<file path="config.mk">
export PLATFORM = sky130hd
export DESIGN_NAME = hazard_ctrl_p
export DESIGN_NICKNAME = d
export VERILOG_FILES = /design/src/rtl/hazard_ctrl_p.sv
export SDC_FILE = /design/constraint.sdc
export NUM_CORES = 1
export LEC_CHECK = 0
export ABC_AREA = 0
export BUFFER_PORTS_ARGS = -buffer_cell sky130_fd_sc_hd__buf_4
export CAP_MARGIN = 40
export CORE_ASPECT_RATIO = 1.1
export CORE_MARGIN = 2
export CORE_UTILIZATION = 48
export CTS_BUF_LIST = sky130_fd_sc_hd__clkbuf_4
export DETAILED_ROUTE_END_ITERATION = 16
export PLACE_DENSITY_LB_ADDON = 0.25
export RECOVER_POWER = 50
export SETUP_SLACK_MARGIN = 0.5
export SYNTH_ARGS = -nofsm -noshare
export SYNTH_HDL_FRONTEND = slang
export SYNTH_SLANG_ARGS = --single-unit
</file>
<file path="constraint.sdc">
create_clock -name CLK -period 4.9 [get_ports CLK]
set_input_delay 0.735 -clock CLK [delete_from_list [all_inputs] [get_ports CLK]]
set_output_delay 0.735 -clock CLK [all_outputs]
set_load 0.01 [all_outputs]
</file>
<file path="src/rtl/hazard_ctrl_p.sv">
// Pipeline hazard/stall controller for a 5-stage datapath: load-use bubbles,
// memory waits, branch/jump flushes, sequenced halt drain and a wait watchdog.
module hazard_ctrl_p #(
  parameter int REG_AW       = 5,
  parameter int LU_BUBBLES   = 1,
  parameter int DRAIN_CYCLES = 3,
  parameter int MEM_TIMEOUT  = 0,
  parameter int CNT_W        = 16
) (
  input  logic              CLK,
  input  logic              RST,
  input  logic              ihit,
  input  logic              dhit,
  input  logic              exmem_dmemren,
  input  logic              exmem_dmemwen,
  input  logic [REG_AW-1:0] ifid_rs,
  input  logic [REG_AW-1:0] ifid_rt,
  input  logic              ifid_uses_rt,
  input  logic              idex_memtoreg,
  input  logic [REG_AW-1:0] idex_dest,
  input  logic              branch_taken,
  input  logic              jump,
  input  logic              halt_in,
  output logic              pc_en,
  output logic              ifid_en,
  output logic              idex_en,
  output logic              exmem_en,
  output logic              memwb_en,
  output logic              ifid_flush,
  output logic              idex_flush,
  output logic              memwb_flush,
  output logic              halt_out,
  output logic              mem_timeout,
  output logic [CNT_W-1:0]  stall_cnt
);

  localparam int WC_W = $clog2(MEM_TIMEOUT + 2);
  localparam logic [WC_W-1:0] WC_TGT = WC_W'((MEM_TIMEOUT == 0) ? 0 : MEM_TIMEOUT - 1);

  typedef enum logic [1:0] {RUN, LU_STALL, DRAIN, HALTED} state_t;

  state_t            state_q, state_d;
  logic [2:0]        lu_cnt_q, lu_cnt_d;
  logic [3:0]        dr_cnt_q, dr_cnt_d;
  logic [WC_W-1:0]   wait_cnt_q, wait_cnt_d;
  logic              halt_out_q, halt_out_d;
  logic              mem_timeout_q, mem_timeout_d;
  logic [CNT_W-1:0]  stall_cnt_q, stall_cnt_d;

  logic dmem_wait;
  logic load_use;

  assign dmem_wait = (exmem_dmemren | exmem_dmemwen) & ~dhit;
  assign load_use  = idex_memtoreg & (idex_dest != '0) &
                     ((idex_dest == ifid_rs) | (ifid_uses_rt & (idex_dest == ifid_rt)));

  always_comb begin
    state_d       = state_q;
    lu_cnt_d      = lu_cnt_q;
    dr_cnt_d      = dr_cnt_q;
    wait_cnt_d    = wait_cnt_q;
    halt_out_d    = halt_out_q;
    mem_timeout_d = mem_timeout_q;
    stall_cnt_d   = stall_cnt_q;
    pc_en         = 1'b1;
    ifid_en       = 1'b1;
    idex_en       = 1'b1;
    exmem_en      = 1'b1;
    memwb_en      = 1'b1;
    ifid_flush    = 1'b0;
    idex_flush    = 1'b0;
    memwb_flush   = 1'b0;

    if (RST || state_q == HALTED) begin
      pc_en    = 1'b0;
      ifid_en  = 1'b0;
      idex_en  = 1'b0;
      exmem_en = 1'b0;
      memwb_en = 1'b0;
    end else if (dmem_wait) begin
      // Freeze everything up to MEM; the WB latch receives a bubble.
      pc_en       = 1'b0;
      ifid_en     = 1'b0;
      idex_en     = 1'b0;
      exmem_en    = 1'b0;
      memwb_flush = 1'b1;
    end else if (branch_taken && state_q != DRAIN) begin
      ifid_flush = 1'b1;
      idex_flush = 1'b1;
      state_d    = RUN;
    end else begin
      unique case (state_q)
        RUN: begin
          if (load_use) begin
            pc_en      = 1'b0;
            ifid_en    = 1'b0;
            idex_flush = 1'b1;
            if (LU_BUBBLES > 1) begin
              state_d  = LU_STALL;
              lu_cnt_d = 3'(LU_BUBBLES - 1);
            end
          end else if (jump) begin
            ifid_flush = 1'b1;
          end else if (halt_in) begin
            pc_en      = 1'b0;
            ifid_flush = 1'b1;
            state_d    = DRAIN;
            dr_cnt_d   = 4'(DRAIN_CYCLES);
          end else if (!ihit) begin
            pc_en      = 1'b0;
            ifid_flush = 1'b1;
          end
        end
        LU_STALL: begin
          pc_en      = 1'b0;
          ifid_en    = 1'b0;
          idex_flush = 1'b1;
          if (lu_cnt_q <= 3'd1) state_d = RUN;
          else                  lu_cnt_d = lu_cnt_q - 3'd1;
        end
        DRAIN: begin
          pc_en      = 1'b0;
          ifid_flush = 1'b1;
          // The last drain cycle hands over to HALTED on its closing edge.
          if (dr_cnt_q <= 4'd1) begin
            state_d    = HALTED;
            halt_out_d = 1'b1;
          end else begin
            dr_cnt_d = dr_cnt_q - 4'd1;
          end
        end
        default: ;
      endcase
    end

    if (state_q != HALTED && dmem_wait) begin
      if (MEM_TIMEOUT != 0 && wait_cnt_q == WC_TGT) mem_timeout_d = 1'b1;
      if (wait_cnt_q != '1) wait_cnt_d = wait_cnt_q + 1'b1;
    end else begin
      wait_cnt_d = '0;
    end

    if (!pc_en && state_q != HALTED && !RST && stall_cnt_q != '1)
      stall_cnt_d = stall_cnt_q + 1'b1;
  end

  always_ff @(posedge CLK) begin
    if (RST) begin
      state_q       <= RUN;
      lu_cnt_q      <= '0;
      dr_cnt_q      <= '0;
      wait_cnt_q    <= '0;
      halt_out_q    <= 1'b0;
      mem_timeout_q <= 1'b0;
      stall_cnt_q   <= '0;
    end else begin
      state_q       <= state_d;
      lu_cnt_q      <= lu_cnt_d;
      dr_cnt_q      <= dr_cnt_d;
      wait_cnt_q    <= wait_cnt_d;
      halt_out_q    <= halt_out_d;
      mem_timeout_q <= mem_timeout_d;
      stall_cnt_q   <= stall_cnt_d;
    end
  end

  assign halt_out    = halt_out_q;
  assign mem_timeout = mem_timeout_q;
  assign stall_cnt   = stall_cnt_q;

endmodule

</file>
==> flow_metrics.env <==
export IMPL_ir_drop_mv=0.0986
export IMPL_timing_final_ws_setup_ns=1.12
export IMPL_grt_pass1_vias=1565
export IMPL_clock_latency_ns=0.32
export IMPL_overflow=0
export IMPL_pin_count=52
export IMPL_ant_nets=0
export IMPL_worstPathCellList="clkbuf_1 > or2_0 > inv_1 > o211a_1 > a21o_2 > or2_2 > buf_4"
export IMPL_htree_levels=1
export IMPL_cts_setup_buffers=0
export IMPL_pre_cts_slack_ns=1.81
export IMPL_tightest_slew_ns=1.19
export IMPL_cp_top_family="buffers and inverters"
export IMPL_nets=304
export IMPL_cp_end_kind="output pin"
export IMPL_start_kind="primary input"
export IMPL_leakagePower_nw=0.803
export IMPL_clock_root_buffer="clkbuf_4"
export IMPL_final_common_cell="buf_4"
export IMPL_cts_resized=0
export IMPL_vias=1830
export IMPL_drc=0
export IMPL_start_util=0.502
export IMPL_syn_cell_area_um2=1830
export IMPL_antenna_found_initial=0
export IMPL_grt_max_degree=32
export IMPL_rsz0062_at_grt="false"
export IMPL_synth_nets=260
export IMPL_critPathMaxStageDelay_ns=0.85
export IMPL_drive_above_1_share=0.180
export IMPL_required_ns=4.16
export IMPL_cp_num_buf_inv=3
export IMPL_hold_viol=0
export IMPL_place_inst=313
export IMPL_slew_viol_final=0
export IMPL_p_total_w=0.000419
export IMPL_grt_pass1_wl_um=7070
export IMPL_wl_per_cell_um=13.5
export IMPL_p_int_w=0.000293
export IMPL_cts_sink_count=26
export IMPL_coreArea_um2=3650
export IMPL_pwr_share_seq=0.527
export IMPL_cts_hold_buffers=0
export IMPL_mostFrequentLayoutCells="33 x buf_4, 26 x dfxtp_1, 18 x nor2_1, 18 x clkbuf_1, 16 x a21oi_1"
export IMPL_fin_crit_sh=0.772
export IMPL_critical_path_class="in2out"
export IMPL_drt_first_pass_iters=4
export IMPL_power_density_nw_per_um2=193
export IMPL_finalSetupViolCount=0
export IMPL_syn_instance_count=224
export IMPL_hpwl_um=3290
export IMPL_io_buffers=50
export IMPL_die_height_um=68.8
export IMPL_p_sw_w=0.000126
export IMPL_die_area_um2=4330
export IMPL_status="complete, no violations"
export IMPL_ys_warn_count=0
export IMPL_cp_max_fo=26
export IMPL_synth_flop_cell="dfxtp_1"
export IMPL_cp_arrival_ns=3.05
export IMPL_ys_seq_area_frac=0.284
export IMPL_chipWidth_um=62.9
export IMPL_cts_tree="yes"
export IMPL_cap_viol_max_count=0
export IMPL_p_comb_frac=0.249
export IMPL_slew_headroom=0.207
export IMPL_async_reset_ff_frac=0
export IMPL_ys_types=54
export IMPL_rows=23
export IMPL_avgSynthCellArea_um2=8.19
export IMPL_drt_iter0_markers=97
export IMPL_grt_total_usage=0.203
export IMPL_min_path_type="reg2reg"
export IMPL_cts_path_max_buffers=2
export IMPL_wl_um=4290
export IMPL_setup_tns_ns=0
export IMPL_antenna_cells=0
export IMPL_area_growth_pct=18.3
export IMPL_finalClockSkew_ns=0.0115
export IMPL_yosys_register_bits=26
export IMPL_cpMaxStageDelayCell="clkbuf_1"
export IMPL_clkPwrFrac=0.224
export IMPL_cts_made_buffers=3
export IMPL_synth_edf_count=0
export IMPL_via_per_inst=5.77
export IMPL_place_gp_congestion=0.869
export IMPL_final_cells=317
export IMPL_post_route_min_period_ns=3.78
export IMPL_swShare=0.302
export IMPL_fmax_mhz=264
export IMPL_path_clk_slew_ns=0.15
-- worst paths after layout --
path,startpoint,endpoint,slack (ns),cells after the start
max,RST,pc_en,1.12,7
min,halt_out$_SDFFE_PP0P_,halt_out$_SDFFE_PP0P_,0.50,2
max reg2reg,state_q[0]$_SDFFE_PP0P_,stall_cnt[12]$_SDFFE_PP0P_,2.37,8
min reg2reg,halt_out$_SDFFE_PP0P_,halt_out$_SDFFE_PP0P_,0.50,2
-- per-layer routing --
| layer | GRT usage | vias to the layer above | routed length, µm |
|---|---|---|---|
| met2 | 0.364 | 51 | 2030 |
| li1 | - | 921 | - |
| met5 | 0 | - | 0 |
| met3 | 0.0227 | 6 | 208 |
| met4 | 0.0694 | 0 | 56 |
| met1 | 0.258 | 852 | 1990 |
-- layout make-up --
cell class                 count  area [µm²]
fill                         365        1490
multi-input combinational    173        1200
sequential                    26         520
timing repair buffer          51         315
tap                           50        62.6
inverter                      13        48.8
clock buffer                   3        22.5
clock inverter                 1        3.75
-- state kept, by name, indices dropped and copies added (netlist names) --
name	cells
dr_cnt_q	4
halt_out	1
lu_cnt_q	3
stall_cnt	16
state_q	2
-- worst reg2reg max path: stages, from the launching register on --
cell	delay (ns)
dfxtp_1	0.39
inv_1	0.10
ha_1	0.33
nor2b_1	0.19
o211a_1	0.27
a21oi_1	0.21
nand3_1	0.29
nor3b_1	0.30
mux2_2	0.35
-- power groups by stage --
stage,logic [W],registers [W],clock network [W]
after global routing,0.000114,0.000222,0.000107
after CTS,0.000108,0.000221,0.0000998
after global placement,0.000106,0.000225,0
after detailed placement,0.000108,0.000226,0
final,0.000104,0.000221,0.0000942
after floorplan,0.0000670,0.000226,0
-- Yosys cell counts, types with 4 or more instances --
| master | n | area share |
|---|---|---|
| nor2_1 | 18 | 0.037 |
| nand4_1 | 4 | 0.014 |
| nor3_1 | 5 | 0.014 |
| ha_1 | 10 | 0.068 |
| a21oi_1 | 16 | 0.044 |
| and3_1 | 5 | 0.017 |
| nand2_1 | 12 | 0.025 |
| nand3_1 | 12 | 0.033 |
| inv_1 | 12 | 0.025 |
| buf_2 | 4 | 0.011 |
| xnor2_1 | 5 | 0.024 |
| dfxtp_1 | 26 | 0.28 |
| a211oi_1 | 4 | 0.016 |
| buf_4 | 4 | 0.016 |
| o31ai_1 | 10 | 0.041 |
| or4_1 | 11 | 0.045 |
| xor2_1 | 7 | 0.033 |
-- through the flow --
stage,hold WS (ns),utilization,cell area [µm²]
after global placement,0.462,0.606,2210
after CTS,0.507,0.613,2240
final,0.502,0.594,2170
after global routing,0.532,0.594,2170
after floorplan,0.474,-,1830
after detailed placement,0.473,0.606,2210
-- cells by family (layout without fill, tap and decap cells) --
kind of cell | after synthesis | count (layout) | synth area share
adders and majority gates | 10 | 10 | 0.0682
AOI/OAI and AO/OA | 60 | 60 | 0.245
xor gates and xnor gates | 12 | 12 | 0.0573
and+or+nand+nor | 87 | 87 | 0.263
buffers and inverters | 25 | 68 | 0.0628
DFF | 26 | 26 | 0.284
muxes | 3 | 3 | 0.0177
other | 1 | 1 | 0.00204
No activity file was read; power rests on OpenSTA's default activity.
